===== config.mk =====
export PLATFORM = sky130hd
export DESIGN_NAME = voice_mixer
export DESIGN_NICKNAME = d
export VERILOG_FILES = /design/src/rtl/voice_mixer.sv
export SDC_FILE = /design/constraint.sdc
export NUM_CORES = 1
export LEC_CHECK = 0
export ABC_CLOCK_PERIOD_IN_PS = 4730
export BUFFER_PORTS_ARGS = -buffer_cell sky130_fd_sc_hd__buf_2
export CAP_MARGIN = 20
export CORE_MARGIN = 2
export CORE_UTILIZATION = 50
export CTS_CLUSTER_DIAMETER = 80
export DETAILED_ROUTE_END_ITERATION = 8
export GPL_TIMING_DRIVEN = 1
export PLACE_DENSITY_LB_ADDON = 0.12
export RECOVER_POWER = 50
export SLEW_MARGIN = 5
export SYNTH_ARGS = -nofsm -noshare
export SYNTH_HDL_FRONTEND = slang
export SYNTH_SLANG_ARGS = --single-unit

===== constraint.sdc =====
create_clock -name i_clk -period 4.73 [get_ports i_clk]
set_input_delay 0.7095 -clock i_clk [delete_from_list [all_inputs] [get_ports i_clk]]
set_output_delay 0.7095 -clock i_clk [all_outputs]
set_load 0.01 [all_outputs]

===== src/rtl/voice_mixer.sv =====
// N-voice sample mixer: collects one sample per active voice, sums them, applies a master
// volume shift with saturation and presents the result to the codec path with a ready pulse.
module voice_mixer #(
   parameter int unsigned NUM_VOICES    = 4,
   parameter int unsigned SAMPLE_WIDTH  = 16,
   parameter int unsigned TIMEOUT       = 1023,
   parameter int unsigned TIMEOUT_WIDTH = 10
) (
   input  logic                                 i_clk,
   input  logic                                 i_reset,
   input  logic                                 i_generate_next_sample,
   input  logic [NUM_VOICES-1:0]                i_voice_active,
   input  logic [NUM_VOICES*SAMPLE_WIDTH-1:0]   i_voice_sample,
   input  logic [NUM_VOICES-1:0]                i_voice_ready,
   input  logic [2:0]                           i_volume_shift,
   input  logic                                 i_mute,
   output logic [SAMPLE_WIDTH-1:0]              o_sample_out,
   output logic                                 o_new_sample_ready,
   output logic                                 o_clip,
   output logic                                 o_timeout_flag,
   output logic                                 o_missed_frame
);

   localparam int unsigned AccW = SAMPLE_WIDTH + 4;
   localparam int unsigned IdxW = (NUM_VOICES > 1) ? $clog2(NUM_VOICES) : 1;

   typedef enum logic [1:0] {StIdle, StCollect, StSum, StOut} state_e;

   state_e                         r_state, w_state_d;
   logic [NUM_VOICES-1:0]          r_active, r_got;
   logic signed [SAMPLE_WIDTH-1:0] r_samp [NUM_VOICES];
   logic [TIMEOUT_WIDTH-1:0]       r_cnt;
   logic [IdxW-1:0]                r_idx;
   logic signed [AccW-1:0]         r_acc;
   logic [SAMPLE_WIDTH-1:0]        r_sample_out;
   logic                           r_ready, r_clip, r_timeout, r_missed;

   logic [NUM_VOICES-1:0]          w_take;
   logic                           w_complete, w_timeout_hit;
   logic signed [SAMPLE_WIDTH-1:0] w_cur;
   logic signed [AccW-1:0]         w_res, w_max, w_min;
   logic                           w_sat_hi, w_sat_lo;
   logic [SAMPLE_WIDTH-1:0]        w_out_val;
   logic                           w_out_clip;

   assign w_take        = i_voice_ready & r_active & ~r_got;
   assign w_complete    = (r_got == r_active);
   assign w_timeout_hit = (r_state == StCollect) && !w_complete &&
                          (r_cnt == TIMEOUT_WIDTH'(TIMEOUT - 1));

   // got is only ever set for active voices, so it alone qualifies the contribution
   assign w_cur = r_got[r_idx] ? r_samp[r_idx] : '0;

   assign w_max = {{5{1'b0}}, {(SAMPLE_WIDTH-1){1'b1}}};
   assign w_min = {{5{1'b1}}, {(SAMPLE_WIDTH-1){1'b0}}};
   assign w_res = r_acc >>> i_volume_shift;

   always_comb begin
      w_sat_hi   = (w_res > w_max);
      w_sat_lo   = (w_res < w_min);
      w_out_clip = 1'b0;
      if (i_mute) begin
         w_out_val = '0;
      end else if (w_sat_hi) begin
         w_out_val  = w_max[SAMPLE_WIDTH-1:0];
         w_out_clip = 1'b1;
      end else if (w_sat_lo) begin
         w_out_val  = w_min[SAMPLE_WIDTH-1:0];
         w_out_clip = 1'b1;
      end else begin
         w_out_val = w_res[SAMPLE_WIDTH-1:0];
      end
   end

   always_comb begin
      w_state_d = r_state;
      unique case (r_state)
         StIdle:    if (i_generate_next_sample) w_state_d = StCollect;
         StCollect: if (w_complete || w_timeout_hit) w_state_d = StSum;
         StSum:     if (r_idx == IdxW'(NUM_VOICES - 1)) w_state_d = StOut;
         StOut:     w_state_d = StIdle;
         default:   w_state_d = StIdle;
      endcase
   end

   always_ff @(posedge i_clk) begin
      if (i_reset) r_state <= StIdle;
      else         r_state <= w_state_d;
   end

   always_ff @(posedge i_clk) begin
      if (i_reset) begin
         r_active     <= '0;
         r_got        <= '0;
         r_cnt        <= '0;
         r_idx        <= '0;
         r_acc        <= '0;
         r_sample_out <= '0;
         r_ready      <= 1'b0;
         r_clip       <= 1'b0;
         r_timeout    <= 1'b0;
         r_missed     <= 1'b0;
         for (int i = 0; i < NUM_VOICES; i++) r_samp[i] <= '0;
      end else begin
         r_ready <= 1'b0;
         r_clip  <= 1'b0;
         if (i_generate_next_sample && (r_state != StIdle)) r_missed <= 1'b1;
         if (w_timeout_hit) r_timeout <= 1'b1;
         unique case (r_state)
            StIdle: begin
               if (i_generate_next_sample) begin
                  r_active <= i_voice_active;
                  r_got    <= '0;
                  r_cnt    <= '0;
               end
            end
            StCollect: begin
               r_got <= r_got | w_take;
               r_cnt <= r_cnt + 1'b1;
               for (int i = 0; i < NUM_VOICES; i++) begin
                  if (w_take[i]) r_samp[i] <= i_voice_sample[i*SAMPLE_WIDTH +: SAMPLE_WIDTH];
               end
               if (w_state_d == StSum) begin
                  r_acc <= '0;
                  r_idx <= '0;
               end
            end
            StSum: begin
               r_acc <= r_acc + {{4{w_cur[SAMPLE_WIDTH-1]}}, w_cur};
               r_idx <= r_idx + 1'b1;
            end
            StOut: begin
               r_sample_out <= w_out_val;
               r_clip       <= w_out_clip;
               r_ready      <= 1'b1;
            end
            default: ;
         endcase
      end
   end

   assign o_sample_out       = r_sample_out;
   assign o_new_sample_ready = r_ready;
   assign o_clip             = r_clip;
   assign o_timeout_flag     = r_timeout;
   assign o_missed_frame     = r_missed;

endmodule

# Word-level counts from Yosys, hierarchy flattened
# Memory sizes are Yosys's and may differ from the RTL's. A register that Yosys moved wholly into a read port is not among the register bits.
# Cells that the tools add are included.
dict set report op_classes {
  addsub 3
  order_cmp 3
  eq_ne 9
  shifts 1
  n_mux 45
  bitwise_logic 9
  reduce_logical 13
}
# operator n
set op_table {}
lappend op_table {{$mux 16} 8}
lappend op_table {{$pmux 20 s2} 1}
lappend op_table {{$mux 1} 22}
lappend op_table {{$add 20x20->20} 1}
lappend op_table {{$gt 20x16->1 const B} 1}
lappend op_table {{$lt 20x16->1 const B} 1}
lappend op_table {{$mux 20} 1}
lappend op_table {{$pmux 10 s2} 1}
lappend op_table {{$sshr 20x3->20} 1}
lappend op_table {{$mux 2} 6}
lappend op_table {{$add 10x1->10 const B} 1}
lappend op_table {{$eq 10x10->1 const B} 1}
lappend op_table {{$mux 10} 1}
lappend op_table {{$and 4x4->4} 2}
lappend op_table {{$eq 2x2->1 const B} 4}
lappend op_table {{$pmux 2 s4} 1}
lappend op_table {{$pmux 4 s2} 1}
lappend op_table {{$reduce_and 2->1} 3}
lappend op_table {{$reduce_bool 2->1} 3}
lappend op_table {{$eq 4x4->1} 1}
lappend op_table {{$mux 4} 1}
lappend op_table {{$not 4->4} 1}
lappend op_table {{$or 1x1->1} 4}
lappend op_table {{$or 4x4->4} 1}
lappend op_table {{other kinds (13)} 15}
dict set report totals {
  reg_bits 62
  ramBits 64
  input_bits 79
  output_inout_bits 20
  wordCells 95
  mem_count 1
}
# memory depth width rd rd_ports_with_merged_regs wr line
set memory_table {}
lappend memory_table {r_samp 4 16 1 1 4 31} ;# logic signed [SAMPLE_WIDTH-1:0] r_samp [NUM_VOICES];

# Longest topological paths before layout
# Gate-level depths: netlist of the first run.
dict set report logic_depth {
  ltp_word 12
  ltp_mapped 13
  mapped_depth_nobuf 12
}

# Worst setup path before layout of the first run
# Ideal clock, no wire load.
dict set report synth_path {
  kind {register to register}
  from {reg with a tool-made name}
  to {reg r_acc[10]}
  setup_ns 0.117
  arrival_ns 3.249
  required_time_ns 4.613
  path_slack_ns 1.363
  stages_incl_launch_ff 13
  n_path_buf 2
  period_less_slack_ns 3.367
  cell_sequence {dfxtp_1 > buf_2 > buf_2 > mux4_2 > nor2b_1 > ha_1 > fa_1 > a21o_1 > a21boi_0 > o21a_1 > o31ai_1 > or2_2 > a32o_1}
}
# item line
set synth_rtl {}
lappend synth_rtl {{end signal: assignment} 129} ;# r_acc <= r_acc + {{4{w_cur[SAMPLE_WIDTH-1]}}, w_cur};
lappend synth_rtl {{end: declaration} 34} ;# logic signed [AccW-1:0] r_acc;

==> results of run 1 <==
-- path summary, 6_finish.rpt --
path / start / end / slack (ns) / cells past startpoint
worst min register to register: o_sample_out[14]$_SDFFE_PP0P_ / o_sample_out[14]$_SDFFE_PP0P_ / 0.46 / 2
worst min-delay path: o_sample_out[14]$_SDFFE_PP0P_ / o_sample_out[14]$_SDFFE_PP0P_ / 0.46 / 2
worst max-delay path: flop / r_acc[10]$_SDFFE_PP0P_ / 1.27 / 10
worst max register to register: flop / r_acc[10]$_SDFFE_PP0P_ / 1.27 / 10
-- metal layers --
metal	vias up	part of all wire	global-route usage	routed length, µm
met5	-	0	0	0
met4	0	0.012	0.07830	186
met3	13	0.046	0.05103	721
met2	150	0.48	0.3691	7616
met1	2534	0.46	0.3007	7226
li1	2623	-	-	-
-- where the power goes --
| part | internal, mW | switching (mW) |
|---|---|---|
| registers | 1.20 | 0.0182 |
| logic | 0.0809 | 0.115 |
| clock network | 0.821 | 0.487 |
-- cell families (layout without fill, tap and decap cells) --
| group | after synthesis | count (layout) | share of synthesized area |
|---|---|---|---|
| multiplexers | 52 | 52 | 0.1180 |
| adder cells (fa/ha/maj) | 23 | 23 | 0.04258 |
| flip-flops | 128 | 128 | 0.4618 |
| XOR/XNOR | 18 | 18 | 0.02273 |
| AND/OR/NAND/NOR | 251 | 251 | 0.1869 |
| buffers and inverters | 49 | 148 | 0.02923 |
| AO/OA/AOI/OAI | 146 | 146 | 0.1387 |
-- worst max-delay path, delay by kind of cell (launching register included) --
family	cells	cell delay, ns
AOI/OAI and AO/OA	5	1.07
adders and majority gates	2	0.64
DFF	1	0.79
muxes	1	0.40
and+or+nand+nor	2	0.44
-- area by class of cell --
type                    instances  area, µm²  share of cell area
repair buffers                109      524.3             0.06452
flip-flops and latches        128       3203              0.3942
clock buffers                  20      467.9             0.05759
well taps                     180      225.2             0.02772
clock inverters                12      128.9             0.01586
multi-input cells             490       3550              0.4369
inverters                       7      26.28            0.003234
-- sequential cells by signal, summed over array words and instances (netlist names), named ones only --
register / cells
o_clip: 1
o_missed_frame: 1
o_new_sample_ready: 1
o_sample_out: 16
o_timeout_flag: 1
r_acc: 20
r_active: 4
r_cnt: 10
r_got: 4
r_idx: 2
r_samp: 64
r_state: 2
-- stage by stage --
step	cell area (µm²)	hold slack (ns)	std cells	worst slack [ns]	utilization
2_1_floorplan	6935	0.4476	667	1.363	-
3_3_place_gp	7587	0.4382	912	1.334	0.5530
3_5_place_dp	7587	0.4472	912	1.313	0.5530
4_1_cts	8184	0.4554	944	1.246	0.5965
5_1_grt	8125	0.4782	946	1.045	0.5922
6_report	8125	0.4551	946	1.272	0.5922
-- cells in the final DEF, fill, tap and decap left out, drive strengths merged, types with 14 or more instances in the layout --
master,n
buf,81
and2,65
dfxtp,64
edfxtp,64
nor2,59
a21oi,54
nand2,49
clkbuf,48
o21ai,24
mux4,22
nor2b,22
ha,22
mux2,15
nand3,15
xnor2,15
mux2i,15
a22oi,14
==> flow_summary.html, run 1 <==
<table>
<tr><th>Metric</th><th>Value</th></tr>
<tr><th colspan="2">Outcome</th></tr>
<tr><td>Outcome</td><td>finished with violations</td></tr>
<tr><td>Violated checks</td><td>max-capacitance violations, max-slew violations</td></tr>
<tr><th colspan="2">Final layout</th></tr>
<tr><td>Antenna fix cells</td><td>0</td></tr>
<tr><td>Share of final-layout standard cells stronger than drive strength 1</td><td>0.2180</td></tr>
<tr><td>Filler cell count</td><td>1179</td></tr>
<tr><td>Final nets</td><td>855</td></tr>
<tr><td>Area growth syn-to-layout</td><td>17.16%</td></tr>
<tr><th colspan="2">Synth</th></tr>
<tr><td>Mapped cell area</td><td>0.006935 mm²</td></tr>
<tr><td>Number of flip-flops and latches in the synthesized netlist</td><td>128</td></tr>
<tr><td>Fraction of synthesized cell area taken by the top area cell type</td><td>0.2771</td></tr>
<tr><td>Most numerous cell in the Yosys netlist</td><td>sky130_fd_sc_hd__and2_1</td></tr>
<tr><td>Ys async rst share</td><td>0</td></tr>
<tr><td>Yosys top cell by area</td><td>sky130_fd_sc_hd__edfxtp_1</td></tr>
<tr><td>Most frequently used flop master after synthesis</td><td>sky130_fd_sc_hd__edfxtp_1</td></tr>
<tr><td>Post-synth top cells</td><td>sky130_fd_sc_hd__and2_1, sky130_fd_sc_hd__dfxtp_1, sky130_fd_sc_hd__edfxtp_1</td></tr>
<tr><td>Seq/Total Area, Yosys</td><td>0.4618</td></tr>
<tr><td>Post-Syn Nets</td><td>769</td></tr>
<tr><td>Mean cell area of the mapped netlist</td><td>10.40 µm²</td></tr>
<tr><td>Gate count after technology mapping</td><td>667</td></tr>
<tr><td>Yosys warns</td><td>0</td></tr>
<tr><td>Biggest area contributors in the synthesized netlist</td><td>sky130_fd_sc_hd__edfxtp_1, sky130_fd_sc_hd__dfxtp_1, sky130_fd_sc_hd__mux4_2, sky130_fd_sc_hd__and2_1, sky130_fd_sc_hd__ha_1</td></tr>
<tr><td>Yosys cell types</td><td>60</td></tr>
<tr><td>Post-synth EDFFs</td><td>64</td></tr>
<tr><th colspan="2">Critical path</th></tr>
<tr><td>CP cell instances</td><td>mux4_2, nor2b_1, ha_1, fa_1, a21o_1, a21boi_0, o21a_1, o31ai_1, or2_2, a32o_1</td></tr>
<tr><td>Category of the critical setup timing path</td><td>reg -&gt; reg</td></tr>
<tr><td>Slowest cell delay on critical path</td><td>0.79 ns</td></tr>
<tr><td>Critical path fanouts, max</td><td>16</td></tr>
<tr><td>Crit path capture type</td><td>flop</td></tr>
<tr><td>Critical path data required time</td><td>5.03 ns</td></tr>
<tr><td>Highest-delay cell along the critical path</td><td>sky130_fd_sc_hd__dfxtp_1</td></tr>
<tr><td>Arrival time worst endpoint</td><td>3.76 ns</td></tr>
<tr><td>Startpoint type of the worst setup path</td><td>flop</td></tr>
<tr><th colspan="2">Pwr</th></tr>
<tr><td>Sum of internal, switching and leakage power</td><td>2.718 mW</td></tr>
<tr><td>Pwr per Cell Area</td><td>334.5 mW/mm²</td></tr>
<tr><td>Leak pwr</td><td>3.121 nW</td></tr>
<tr><td>Worst voltage drop across the vdd grid</td><td>0.2392 mV</td></tr>
<tr><th colspan="2">Clocking</th></tr>
<tr><td>Post-cts hold buffer count</td><td>0</td></tr>
<tr><td>Number of buffers created by CTS</td><td>17</td></tr>
<tr><td>Number of buffers inserted to repair setup after CTS</td><td>0</td></tr>
<tr><td>Number of sinks driven by the clock tree</td><td>128</td></tr>
<tr><td>Clock root buffer</td><td>sky130_fd_sc_hd__clkbuf_16</td></tr>
<tr><td>Clock latency reported for the late side of the worst-skew pair</td><td>0.42 ns</td></tr>
<tr><td>Number of buffers on the longest clock path</td><td>2</td></tr>
<tr><td>Clock-pin transition on the worst setup and hold timing paths</td><td>0.06 ns</td></tr>
<tr><td>Depth of the CTS H-tree</td><td>4</td></tr>
<tr><td>TritonCTS clock tree</td><td>built</td></tr>
<tr><td>Post-CTS Resized</td><td>0</td></tr>
<tr><th colspan="2">STA</th></tr>
<tr><td>Relative max-transition margin</td><td>-0.2865</td></tr>
<tr><td>Worst Skew</td><td>0.01119 ns</td></tr>
<tr><td>Min Tclk post-route</td><td>3.458 ns</td></tr>
<tr><td>Slew @ Worst Pin</td><td>1.930 ns</td></tr>
<tr><td>Upper clock frequency limit</td><td>289.2 MHz</td></tr>
<tr><td>Final hold violations</td><td>0</td></tr>
<tr><td>Number of max-slew violations in the final report</td><td>46</td></tr>
<tr><td>Setup-violating endpoint count in the final report</td><td>0</td></tr>
<tr><td>Share of the clock period used by the worst path after layout</td><td>0.7311</td></tr>
<tr><td>Setup repair after global routing missed its margin</td><td>false</td></tr>
<tr><td>Sum Neg Setup Slack</td><td>0 ns</td></tr>
<tr><th colspan="2">Global routing</th></tr>
<tr><td>Initial antenna violation count</td><td>0</td></tr>
<tr><td>Largest net degree at the start of global routing</td><td>46</td></tr>
<tr><td>Number of global-route vias before repair</td><td>5251</td></tr>
<tr><td>First-pass GRT wire length</td><td>26030 µm</td></tr>
<tr><td>Total overflow reported by the global router</td><td>0</td></tr>
<tr><td>Overall routing resource usage</td><td>0.2270</td></tr>
<tr><th colspan="2">Floorplan</th></tr>
<tr><td>Placement Rows</td><td>43</td></tr>
<tr><td>Top-level port count</td><td>99</td></tr>
<tr><td>Core Area</td><td>0.01372 mm²</td></tr>
<tr><td>Die height</td><td>121.8 µm</td></tr>
<tr><td>Horizontal die dimension</td><td>121.8 µm</td></tr>
<tr><td>Initial standard-cell utilization of the core</td><td>0.5055</td></tr>
<tr><td>Area of the die</td><td>0.01483 mm²</td></tr>
<tr><th colspan="2">Detailed routing</th></tr>
<tr><td>Total iterations of the first detailed-routing run</td><td>6</td></tr>
<tr><td>1st-iter DRT viols</td><td>409</td></tr>
<tr><td>Antenna-violating nets left</td><td>0</td></tr>
<tr><td>Total via count in the routed design</td><td>5320</td></tr>
<tr><td>Post-detailed-route DRC marker count</td><td>0</td></tr>
<tr><td>Vias per cell</td><td>5.624</td></tr>
<tr><td>WL per Instance</td><td>16.65 µm</td></tr>
<tr><td>Wire length after detailed routing</td><td>15750 µm</td></tr>
<tr><th colspan="2">Place</th></tr>
<tr><td>DPL Wire Length</td><td>11510 µm</td></tr>
<tr><td>Final estimated routing congestion in global placement</td><td>0.8594</td></tr>
<tr><td>Number of I/O port buffers</td><td>98</td></tr>
<tr><th colspan="2">Job</th></tr>
<tr><td>Max_cap viols</td><td>1</td></tr>
<tr><th colspan="2">Hold path</th></tr>
<tr><td>HP Class</td><td>reg -&gt; reg</td></tr>
</table>
Note: power is estimated with default switching activity, not from simulation.
==> run 2: changes to the inputs <==
Settings changed: ABC_CLOCK_PERIOD_IN_PS 4730 to 3200.
Clock period 4.73 ns to 3.2 ns, I/O delays scaled along.
==> run 2 against run 1 <==
Effect of this change:
- the run now ends clean
- cell area grew 3.8%
- non-clock buffer count increased by 27
- final cell count up 2.7%
- wire length grew 2.0%
- worst hold slack got worse by 0.16 ns
- core utilization increased by 2.2 points
- clock power increased by 60%
- first-iteration DRC count down 35%
- total power is 54% higher
- via count is 2.4% higher
- combinational power is 53% higher
- maximum frequency is 12% higher
==> flow_summary.html, run 2 (same netlist as run 1, synthesis figures left out) <==
<table>
<tr><th>Metric</th><th>Value</th></tr>
<tr><th colspan="2">Critical path</th></tr>
<tr><td>CP cell instances</td><td>mux4_2, nor2b_1, ha_1, fa_1, a21o_1, a21boi_2, o21a_1, nor2_1, a221o_1, o21a_1, nand3_1</td></tr>
<tr><td>Slowest cell delay on critical path</td><td>0.52 ns (-0.27 ns)</td></tr>
<tr><td>Critical path data required time</td><td>3.55 ns (-1.48 ns)</td></tr>
<tr><td>Most used cell along the critical path</td><td>sky130_fd_sc_hd__o21a_1</td></tr>
<tr><td>Category of the critical setup timing path</td><td>reg -&gt; reg</td></tr>
<tr><td>Critical path fanouts, max</td><td>3 (-13)</td></tr>
<tr><td>Arrival time worst endpoint</td><td>3.44 ns (-0.32 ns)</td></tr>
<tr><td>Setup slack of the most critical reg-to-reg path</td><td>0.12 ns (-1.15 ns)</td></tr>
<tr><td>Highest-delay cell along the critical path</td><td>sky130_fd_sc_hd__mux4_2</td></tr>
<tr><td>Startpoint type of the worst setup path</td><td>flop</td></tr>
<tr><td>Crit path capture type</td><td>flop</td></tr>
<tr><th colspan="2">Place</th></tr>
<tr><td>Number of I/O port buffers</td><td>98 (unchanged)</td></tr>
<tr><td>Final estimated routing congestion in global placement</td><td>0.8659 (+0.76%)</td></tr>
<tr><td>DPL Wire Length</td><td>11680 µm (+1.5%)</td></tr>
<tr><td>Placement Cell Area</td><td>0.007790 mm² (+2.7%)</td></tr>
<tr><td>Minimum setup slack after placement</td><td>0.02105 ns (-1.292 ns)</td></tr>
<tr><th colspan="2">STA</th></tr>
<tr><td>Upper clock frequency limit</td><td>324.5 MHz (+12%)</td></tr>
<tr><td>Final hold violations</td><td>0 (unchanged)</td></tr>
<tr><td>Relative max-transition margin</td><td>0.3515 (+0.6380)</td></tr>
<tr><td>Setup repair after global routing missed its margin</td><td>true</td></tr>
<tr><td>Min Tclk post-route</td><td>3.082 ns (-0.3767 ns)</td></tr>
<tr><td>Slew @ Worst Pin</td><td>0.9728 ns (-0.9570 ns)</td></tr>
<tr><td>Post-route setup slack</td><td>0.1184 ns (-1.153 ns)</td></tr>
<tr><td>Share of the clock period used by the worst path after layout</td><td>0.9630 (+0.2319)</td></tr>
<tr><td>Post-route worst hold slack</td><td>0.2940 ns (-0.1611 ns)</td></tr>
<tr><td>Setup-violating endpoint count in the final report</td><td>0 (unchanged)</td></tr>
<tr><td>Number of max-slew violations in the final report</td><td>0 (-100%)</td></tr>
<tr><td>Worst Skew</td><td>0.01159 ns (+0.0004057 ns)</td></tr>
<tr><th colspan="2">Final layout</th></tr>
<tr><td>Filler cell count</td><td>1177 (-0.17%)</td></tr>
<tr><td>Largest register by flop count</td><td>r_samp</td></tr>
<tr><td>Final nets</td><td>882 (+3.2%)</td></tr>
<tr><td>Sequential cell area</td><td>0.003206 mm² (about the same)</td></tr>
<tr><td>Max FFs per register</td><td>64 (unchanged)</td></tr>
<tr><td>Multi-input logic area</td><td>0.003606 mm² (+1.6%)</td></tr>
<tr><td>Non-Filler Cell Area, Final</td><td>0.008433 mm² (+3.8%)</td></tr>
<tr><td>Antenna fix cells</td><td>0 (unchanged)</td></tr>
<tr><td>Most frequent cells in the layout</td><td>sky130_fd_sc_hd__buf_2, sky130_fd_sc_hd__edfxtp_1, sky130_fd_sc_hd__dfxtp_1, sky130_fd_sc_hd__nor2_1, sky130_fd_sc_hd__a21oi_1</td></tr>
<tr><td>Area growth syn-to-layout</td><td>21.59%</td></tr>
<tr><td>Share of final-layout standard cells stronger than drive strength 1</td><td>0.2588 (+0.04082)</td></tr>
<tr><td>Commonest non-fill, non-tap cell in the layout</td><td>sky130_fd_sc_hd__buf_2</td></tr>
<tr><th colspan="2">Floorplan</th></tr>
<tr><td>Placement Rows</td><td>43 (unchanged)</td></tr>
<tr><td>Die height</td><td>121.8 µm (unchanged)</td></tr>
<tr><td>Core Area</td><td>0.01372 mm² (unchanged)</td></tr>
<tr><td>Top-level port count</td><td>99 (unchanged)</td></tr>
<tr><td>Initial standard-cell utilization of the core</td><td>0.5055 (unchanged)</td></tr>
<tr><td>Area of the die</td><td>0.01483 mm² (unchanged)</td></tr>
<tr><td>Horizontal die dimension</td><td>121.8 µm (unchanged)</td></tr>
<tr><th colspan="2">Detailed routing</th></tr>
<tr><td>Vias per cell</td><td>5.604 (-0.35%)</td></tr>
<tr><td>Antenna-violating nets left</td><td>0 (unchanged)</td></tr>
<tr><td>WL per Instance</td><td>16.52 µm (-0.75%)</td></tr>
<tr><td>Wire length after detailed routing</td><td>16060 µm (+2.0%)</td></tr>
<tr><td>Post-detailed-route DRC marker count</td><td>0 (unchanged)</td></tr>
<tr><td>Total via count in the routed design</td><td>5447 (+2.4%)</td></tr>
<tr><td>1st-iter DRT viols</td><td>266 (-35%)</td></tr>
<tr><td>Total iterations of the first detailed-routing run</td><td>6 (unchanged)</td></tr>
<tr><th colspan="2">Pwr</th></tr>
<tr><td>Clock share of power</td><td>0.499 (+0.018)</td></tr>
<tr><td>Worst voltage drop across the vdd grid</td><td>0.4246 mV (+78%)</td></tr>
<tr><td>Internal power</td><td>3.269 mW (+56%)</td></tr>
<tr><td>Leak pwr</td><td>3.302 nW (+5.8%)</td></tr>
<tr><td>Relative contribution of sequential cells to total power</td><td>0.429 (-0.018)</td></tr>
<tr><td>Net switching power</td><td>915.4 µW (+48%)</td></tr>
<tr><td>Logic gate share of total power</td><td>0.072 (about the same)</td></tr>
<tr><td>Fraction of power spent switching nets</td><td>0.2188 (-0.009443)</td></tr>
<tr><td>Pwr per Cell Area</td><td>496.2 mW/mm² (+48%)</td></tr>
<tr><th colspan="2">Global routing</th></tr>
<tr><td>First-pass GRT wire length</td><td>26270 µm (+0.93%)</td></tr>
<tr><td>Number of global-route vias before repair</td><td>5430 (+3.4%)</td></tr>
<tr><td>Total overflow reported by the global router</td><td>0 (unchanged)</td></tr>
<tr><td>Initial antenna violation count</td><td>0 (unchanged)</td></tr>
<tr><td>Largest net degree at the start of global routing</td><td>32 (-30%)</td></tr>
<tr><td>Overall routing resource usage</td><td>0.2286 (+0.001592)</td></tr>
<tr><th colspan="2">Clocking</th></tr>
<tr><td>Number of buffers created by CTS</td><td>17 (unchanged)</td></tr>
<tr><td>Number of sinks driven by the clock tree</td><td>128 (unchanged)</td></tr>
<tr><td>Clock-pin transition on the worst setup and hold timing paths</td><td>0.06 ns (about the same)</td></tr>
<tr><td>Depth of the CTS H-tree</td><td>4 (unchanged)</td></tr>
<tr><td>Clock root buffer</td><td>sky130_fd_sc_hd__clkbuf_16</td></tr>
<tr><td>Post-cts hold buffer count</td><td>0 (unchanged)</td></tr>
<tr><td>Clock latency reported for the late side of the worst-skew pair</td><td>0.42 ns (about the same)</td></tr>
<tr><td>TritonCTS clock tree</td><td>built</td></tr>
<tr><td>Number of buffers on the longest clock path</td><td>2 (unchanged)</td></tr>
<tr><th colspan="2">Job</th></tr>
<tr><td>Max_cap viols</td><td>0 (-1)</td></tr>
<tr><th colspan="2">Outcome</th></tr>
<tr><td>Outcome</td><td>finished, final reports clean</td></tr>
<tr><th colspan="2">Hold path</th></tr>
<tr><td>HP Class</td><td>in -&gt; reg</td></tr>
</table>
-- run 2: cell types whose count changed in the layout (fill, tap and decap cells not counted), sizes merged --
cell / delta
buf: +28
clkinv: +2
bufinv: +3
inv: -2
clkbuf: -4
clkinvlp: -1
-- run 2: final timing paths --
kind | to | from | depth (start not counted)
worst min-delay path | r_active[2]$_SDFFE_PP0P_ | i_voice_active[2] | 3
worst max-delay path | r_acc[16]$_SDFFE_PP0P_ | flop | 11
worst min register to register | o_missed_frame$_SDFFE_PP0P_ | o_missed_frame$_SDFFE_PP0P_ | 2
worst max register to register | r_acc[16]$_SDFFE_PP0P_ | flop | 11
-- run 2: power by group through the flow --
| stage | clock [mW] | sequential (mW) | combinational, mW |
|---|---|---|---|
| CTS | 2.13 | 1.79 | 0.306 |
| global placement | 0 | 1.82 | 0.299 |
| floorplan | 0 | 1.82 | 0.199 |
| detailed placement | 0 | 1.83 | 0.304 |
| finish | 2.09 | 1.79 | 0.300 |
| global route | 2.20 | 1.80 | 0.330 |
-- run 2: area by class of cell --
class	count	area share
Multi-Input combinational cell	490	0.4276
Inverter	7	0.003116
Clock buffer	17	0.05045
Sequential cell	128	0.3801
Clock inverter	14	0.02522
Tap cell	180	0.02671
Timing Repair Buffer	136	0.08680
-- run 2: routing by layer --
metal | GRT usage | part of all wire | vias up
met5 | 0 | 0 | -
met4 | 0.07687 | 0.016 | 0
met3 | 0.05665 | 0.042 | 19
met2 | 0.3799 | 0.49 | 136
met1 | 0.2929 | 0.46 | 2617
li1 | - | - | 2675
-- run 2: stage by stage --
stage / setup TNS, ns / total power [mW] / instances / util
floorplan: 0 / 2.019 / 667 / -
global placement: 0 / 2.124 / 938 / 0.5673
detailed placement: 0 / 2.131 / 939 / 0.5678
CTS: 0 / 4.228 / 970 / 0.6143
global route: -0.03552 / 4.328 / 972 / 0.6147
finish: 0 / 4.185 / 972 / 0.6147
-- run 2: what timing repair did --
| item | CTS | global route |
|---|---|---|
| endpoints found under the setup margin | 3 | 9 |
| gates resized for setup | 1 | 11 |
| buffers inserted | 0 | 1 |
| pin swaps | 0 | 5 |
-- run 2: critical path, delay by kind of cell (launching register included) --
family	cells	cell delay (ns)
fa+ha+maj	2	0.65
simple gates	3	0.32
flops	1	0.37
compound gates	5	1.17
mux	1	0.52
